[config.mk]
export PLATFORM = sky130hd
export DESIGN_NAME = md_issue_ctrl
export DESIGN_NICKNAME = d
export VERILOG_FILES = /design/src/rtl/md_pkg.sv /design/src/rtl/md_latency_counter.sv /design/src/rtl/md_issue_ctrl.sv
export SDC_FILE = /design/constraint.sdc
export NUM_CORES = 1
export LEC_CHECK = 0
export BUFFER_PORTS_ARGS = -buffer_cell sky130_fd_sc_hd__buf_2
export CAP_MARGIN = 20
export CORE_MARGIN = 10
export CORE_UTILIZATION = 43
export CTS_BUF_LIST = sky130_fd_sc_hd__clkbuf_4 sky130_fd_sc_hd__clkbuf_8
export DETAILED_ROUTE_END_ITERATION = 10
export PLACE_DENSITY = 0.87
export SETUP_SLACK_MARGIN = 0.02
export SYNTH_ARGS = -nofsm -noshare
export SYNTH_HDL_FRONTEND = slang
export SYNTH_SLANG_ARGS = --single-unit
[constraint.sdc]
create_clock -name clk -period 1.6 [get_ports clk]
set_clock_uncertainty 0.2 [all_clocks]
set_input_delay 0.24 -clock clk [delete_from_list [all_inputs] [get_ports clk]]
set_output_delay 0.24 -clock clk [all_outputs]
set_load 0.02 [all_outputs]
[src/rtl/md_pkg.sv]
`default_nettype none
// ============================================================================
// Package : md_pkg
// Shared types and constants for the multiply/divide issue controller:
//   - md_op_t       : E-stage multiply/divide instruction class encoding
//   - MD_BIT_*      : bit positions inside the 5-bit md_ctrl vector
//   - MD_*_LAT_DEF  : default unit latencies (launch edge to commit)
//   - md_state_t    : issue FSM states
// Revision: 1.0 - initial release
// ============================================================================
package md_pkg;

  localparam int MD_CNT_W = 4;

  localparam int MD_MUL_LAT_DEF = 5;
  localparam int MD_DIV_LAT_DEF = 10;

  // Bit positions in md_ctrl.
  localparam int MD_BIT_LO       = 0;
  localparam int MD_BIT_MOVE     = 1;
  localparam int MD_BIT_UNSIGNED = 2;
  localparam int MD_BIT_DIVIDE   = 3;
  localparam int MD_BIT_LAUNCH   = 4;

  typedef enum logic [3:0] {
    MD_OP_NONE  = 4'd0,
    MD_OP_MULT  = 4'd1,
    MD_OP_MULTU = 4'd2,
    MD_OP_DIV   = 4'd3,
    MD_OP_DIVU  = 4'd4,
    MD_OP_MFHI  = 4'd5,
    MD_OP_MFLO  = 4'd6,
    MD_OP_MTHI  = 4'd7,
    MD_OP_MTLO  = 4'd8
  } md_op_t;

  typedef enum logic [0:0] {
    MD_IDLE = 1'b0,
    MD_BUSY = 1'b1
  } md_state_t;

endpackage : md_pkg
`default_nettype wire

[src/rtl/md_latency_counter.sv]
`default_nettype none
// ============================================================================
// Module  : md_latency_counter
// Remaining-latency counter for the multiply/divide unit.
// Ports:
//   clk, reset  : clock, synchronous active-high reset
//   load        : load load_val (highest priority after clear)
//   load_val    : latency to load
//   dec         : decrement by one
//   clear       : force to zero (abort)
//   count       : current remaining latency
//   last        : count == 1, i.e. this is the commit cycle
// Revision: 1.0 - initial release
// ============================================================================
module md_latency_counter
  import md_pkg::*;
(
  input  logic                clk,
  input  logic                reset,
  input  logic                load,
  input  logic [MD_CNT_W-1:0] load_val,
  input  logic                dec,
  input  logic                clear,
  output logic [MD_CNT_W-1:0] count,
  output logic                last
);

  always_ff @(posedge clk) begin
    if (reset) begin
      count <= '0;
    end else if (clear) begin
      count <= '0;
    end else if (load) begin
      count <= load_val;
    end else if (dec && (count != '0)) begin
      count <= count - 1'b1;
    end
  end

  assign last = (count == MD_CNT_W'(1));

endmodule : md_latency_counter
`default_nettype wire

[src/rtl/md_issue_ctrl.sv]
`default_nettype none
// ============================================================================
// Module  : md_issue_ctrl
// E-stage issue controller in front of the HI/LO multiply/divide unit.
// Decodes the E-stage md class into the unit's control vector, owns the
// unit's latency counter, and stalls D for any following md instruction
// while the unit is busy.
// Ports:
//   clk, reset             : clock, synchronous active-high reset
//   e_valid, e_op, e_flush : E-stage instruction, class and squash
//   revoke_in              : abort the in-flight operation
//   d_is_md                : D-stage instruction is an md-class instruction
//   md_ctrl                : {launch, divide, unsigned, move, lo}
//   md_calculate           : result-commit strobe
//   md_revoke              : abort strobe to the unit
//   md_load_hi/md_load_lo  : mthi/mtlo write enables
//   stall_d                : hold D stage
//   count                  : remaining latency
//   proto_err              : sticky protocol error (launch/move while busy)
// Revision: 1.0 - initial release
// ============================================================================
module md_issue_ctrl
  import md_pkg::*;
#(
  parameter int MUL_LAT = MD_MUL_LAT_DEF,
  parameter int DIV_LAT = MD_DIV_LAT_DEF
) (
  input  logic                clk,
  input  logic                reset,
  input  logic                e_valid,
  input  logic [3:0]          e_op,
  input  logic                e_flush,
  input  logic                revoke_in,
  input  logic                d_is_md,
  output logic [4:0]          md_ctrl,
  output logic                md_calculate,
  output logic                md_revoke,
  output logic                md_load_hi,
  output logic                md_load_lo,
  output logic                stall_d,
  output logic [MD_CNT_W-1:0] count,
  output logic                proto_err
);

  md_state_t state, state_next;

  logic                ev;
  logic [3:0]          op_eff;
  logic [4:0]          raw_ctrl;
  logic                raw_load_hi;
  logic                raw_load_lo;
  logic                busy;
  logic                launch;
  logic                cnt_load;
  logic                cnt_dec;
  logic                cnt_clear;
  logic                cnt_last;
  logic [MD_CNT_W-1:0] cnt_load_val;
  logic                err_set;

  // A flushed or invalid E slot behaves exactly like NONE.
  assign ev     = e_valid & ~e_flush;
  assign op_eff = ev ? e_op : MD_OP_NONE;
  assign busy   = (state == MD_BUSY);

  // Raw decode, before the BUSY suppression of the launch bit.
  always_comb begin
    raw_ctrl    = 5'b00000;
    raw_load_hi = 1'b0;
    raw_load_lo = 1'b0;
    case (op_eff)
      MD_OP_MULT:  raw_ctrl = 5'b10000;
      MD_OP_MULTU: raw_ctrl = 5'b10100;
      MD_OP_DIV:   raw_ctrl = 5'b11000;
      MD_OP_DIVU:  raw_ctrl = 5'b11100;
      MD_OP_MFHI:  raw_ctrl = 5'b00010;
      MD_OP_MFLO:  raw_ctrl = 5'b00011;
      MD_OP_MTHI: begin
        raw_ctrl    = 5'b00010;
        raw_load_hi = 1'b1;
      end
      MD_OP_MTLO: begin
        raw_ctrl    = 5'b00011;
        raw_load_lo = 1'b1;
      end
      default:     raw_ctrl = 5'b00000;
    endcase
  end

  assign cnt_load_val = raw_ctrl[MD_BIT_DIVIDE] ? MD_CNT_W'(DIV_LAT)
                                                : MD_CNT_W'(MUL_LAT);

  always_ff @(posedge clk) begin
    if (reset) begin
      state <= MD_IDLE;
    end else begin
      state <= state_next;
    end
  end

  // Next state and all combinational outputs; everything is held at zero
  // while reset is asserted so nothing leaks to the unit during reset.
  always_comb begin
    state_next   = state;
    launch       = 1'b0;
    cnt_load     = 1'b0;
    cnt_dec      = 1'b0;
    cnt_clear    = 1'b0;
    err_set      = 1'b0;
    md_ctrl      = 5'b00000;
    md_calculate = 1'b0;
    md_revoke    = 1'b0;
    md_load_hi   = 1'b0;
    md_load_lo   = 1'b0;
    stall_d      = 1'b0;

    if (!reset) begin
      launch                 = raw_ctrl[MD_BIT_LAUNCH] & ~busy;
      md_ctrl                = raw_ctrl;
      md_ctrl[MD_BIT_LAUNCH] = launch;
      // Illegal moves while busy still pulse the loads; they only flag.
      md_load_hi             = raw_load_hi;
      md_load_lo             = raw_load_lo;
      md_calculate           = busy & cnt_last & ~revoke_in;
      md_revoke              = busy & revoke_in;
      stall_d                = d_is_md & (busy | launch);
      err_set                = busy & (raw_ctrl[MD_BIT_LAUNCH] | raw_load_hi | raw_load_lo);

      case (state)
        MD_IDLE: begin
          if (launch) begin
            state_next = MD_BUSY;
            cnt_load   = 1'b1;
          end
        end
        MD_BUSY: begin
          if (revoke_in) begin
            state_next = MD_IDLE;
            cnt_clear  = 1'b1;
          end else begin
            cnt_dec = 1'b1;
            if (cnt_last) begin
              state_next = MD_IDLE;
            end
          end
        end
        default: state_next = MD_IDLE;
      endcase
    end
  end

  md_latency_counter u_counter (
    .clk      (clk),
    .reset    (reset),
    .load     (cnt_load),
    .load_val (cnt_load_val),
    .dec      (cnt_dec),
    .clear    (cnt_clear),
    .count    (count),
    .last     (cnt_last)
  );

  always_ff @(posedge clk) begin
    if (reset) begin
      proto_err <= 1'b0;
    end else if (err_set) begin
      proto_err <= 1'b1;
    end
  end

endmodule : md_issue_ctrl
`default_nettype wire
==> run summary <==
Run status -> finished with violations
Failing checks -> negative setup slack
Required @ worst endpoint -> 1.16 ns
Ys flop type -> dfxtp_1
Worst skew pair latency -> 0.25 ns
Post-route DRC violation count -> 0
First-pass GRT wire length -> 3498 µm
Synth top area share -> 20.92%
Final ANT Viol Nets -> 0
CTS tree -> done
Wire per inst -> 17.84 µm
Period minus WS final -> 1.706 ns
Maximum clock path buffer count -> 2
Max_cap viols -> 0
Die Y -> 56.55 µm
Die area -> 3197 µm²
CP endpoint kind -> output pin
Synth Net Count -> 86
Sink Count -> 6
Row cnt -> 13
Hold Vio Cnt, Final -> 0
Final setup vio count -> 8
Top post-synthesis cells by count -> nor2_1 (10), a21oi_1 (7), dfxtp_1 (6), nand2_1 (6)
Post-Syn Area -> 574.3 µm²
HPWL after DPL -> 1542 µm
RD Place Congestion -> 0.8243
Largest net degree at the start of global routing -> 9
Layout cells sized above 1 -> 61.02%
Clock group share of total power -> 32.7%
Initial drt markers -> 26
Pwr/cell area -> 458.0 nW/µm²
EDFF count, synth -> 0
WS Path Type -> input port to output pin
FF+latch count, synth -> 6
Core Box Area -> 1285 µm²
CP startpoint kind -> input port
Htree depth -> 1
Mapped Cells -> 74
Final worst setup slack -> -0.1059 ns
Via Count -> 773
Yosys top cell by area -> dfxtp_1
Post-layout util -> 79.65%
RSZ-0062 raised after global routing -> true
Buffers on Ports -> 24
Combinational share of power -> 33.9%
Max FO, Critical Path -> 5
Min-Delay Path Class -> input port to flip-flop
Post-synthesis sequential area ratio -> 20.92%
Initial antenna violation count -> 0
Starting Density -> 44.69%
Grt ovf -> 0
Sequential power share -> 33.5%
Max Transition Viols Final -> 0
Root Driver -> clkbuf_4
Syn avg cell area -> 7.761 µm²
IO Pins -> 25
Worst VDD drop -> 0.2923 mV
Post-synth ARST share -> 0%
Peak Freq -> 586.2 MHz
Net switching power -> 152.7 µW
Worst-Margin Slew -> 0.2948 ns
Switching part of the total -> 32.58%
Total Nets Final -> 132
Vias in the first global route -> 751
Synth warnings -> 0
Part of the cycle the worst path needs -> 106.6%
Pre-antenna DRT Iters -> 7
P_int -> 316.0 µW
Post-synthesis cell type count -> 32
Vias per inst -> 5.812
Most frequent cell after synthesis -> nor2_1
Placement Setup Slack -> -0.1918 ns
Total GRT Usage -> 12.97%
Static leakage -> 0.4527 nW
Die width -> 56.55 µm
Top cells by area, synth -> dfxtp_1 (21%), nor2_1 (6.5%), a21oi_1 (6.1%)
CTS clk-pin slew, worst paths -> 0.05 ns
WP data arrival -> 1.27 ns
Final WL -> 2373 µm
Headroom to the max-slew limit -> 80.34%
Layout area overhead -> 78.21%
Diode count -> 0
CTS Buf Count -> 3
## cell type report
cell class | instances | area, µm²
sequential | 6 | 123.9
timing repair buffer | 45 | 347.8
fill | 84 | 261.5
clock buffer | 3 | 22.52
multi-input combinational | 60 | 490.5
inverter | 4 | 20.02
tap | 15 | 18.77
## through the flow
stage	total power [mW]	cell area (µm²)	instances	TNS, ns	hold slack (ns)
after floorplan	0.2328	609.3	74	-0.6544	0.2070
after global placement	0.2732	828.3	125	-1.056	0.2928
after detailed placement	0.2792	828.3	125	-1.188	0.3004
after CTS	0.4433	949.7	130	-0.4392	0.2058
after global routing	0.4863	1023	133	-0.8426	0.2249
final	0.4688	1023	133	-0.5307	0.2092
## what timing repair did
action	CTS	global route
endpoints found under the setup margin	8	11
resized for setup	21	16
pin swaps	6	8
hold buffers	0	0
endpoints found under the hold margin	0	0
setup buffers	2	3
## registers in the layout, indices dropped and copies added, names as in the netlist
name,cells
busy,1
proto_err,1
u_counter.count,4
## placed cells by master (no fill, tap or decap), types with 2 or more instances in the layout
| cell | Yosys | final |
|---|---|---|
| dfxtp_1 | 6 | 3 |
| dfxtp_2 | 0 | 3 |
| nor3_2 | 0 | 2 |
| buf_4 | 0 | 25 |
| a31oi_1 | 4 | 4 |
| inv_1 | 3 | 3 |
| a21oi_1 | 7 | 6 |
| buf_2 | 0 | 11 |
| nand2b_1 | 4 | 3 |
| buf_6 | 2 | 8 |
| nand2_1 | 6 | 6 |
| nor2_1 | 10 | 8 |
| o31a_1 | 2 | 2 |
| nor2_4 | 0 | 2 |
| nor3b_2 | 0 | 3 |
| clkbuf_4 | 0 | 3 |
| o21a_1 | 2 | 2 |
## power groups by stage
stage,Clock [mW],Sequential (mW),Combinational [mW]
3_5_place_dp,0,0.159,0.120
4_1_cts,0.150,0.157,0.136
6_report,0.153,0.157,0.159
5_1_grt,0.160,0.157,0.169
2_1_floorplan,0,0.164,0.0691
3_3_place_gp,0,0.159,0.114
## routing by layer
layer / routed length [µm] / track usage (%) / up-vias / share of wire [%]
met1: 885 / 13.65 / 358 / 37
met5: 0 / 0 / - / 0
met4: 85 / 5.155 / 0 / 3.6
met2: 1202 / 23.20 / 45 / 51
met3: 201 / 3.820 / 14 / 8.5
li1: - / - / 356 / -
## worst max-delay path, cell delays in order
cell and delay (ns):
buf_6 0.09, or4b_4 0.59, nor2_4 0.10, nand2_2 0.08, clkinv_4 0.05, buf_6 0.10
## worst paths after layout
kind / end / slack (ns) / cells past startpoint / startpoint
worst min register to register: proto_err$_SDFFE_PP0P_ / 0.32 / 1 / proto_err$_SDFFE_PP0P_
worst min-delay path: u_counter.count[3]$_SDFFE_PP0P_ / 0.21 / 3 / revoke_in
worst max-delay path: md_ctrl[4] / -0.11 / 6 / e_op[3]
worst max register to register: u_counter.count[3]$_SDFFE_PP0P_ / 0.10 / 7 / busy$_SDFF_PP0_
## cell families (layout without fill, tap and decap cells)
| kind of cell | count (synthesis) | in the layout | share of synthesized area [%] |
|---|---|---|---|
| and+or+nand+nor | 36 | 36 | 36.60 |
| AOI/OAI and AO/OA | 21 | 21 | 27.89 |
| xor gates and xnor gates | 1 | 1 | 1.525 |
| adders and majority gates | 2 | 2 | 4.357 |
| DFF | 6 | 6 | 20.92 |
| buffers and inverters | 8 | 52 | 8.715 |
(Power assumes the default switching activity.)
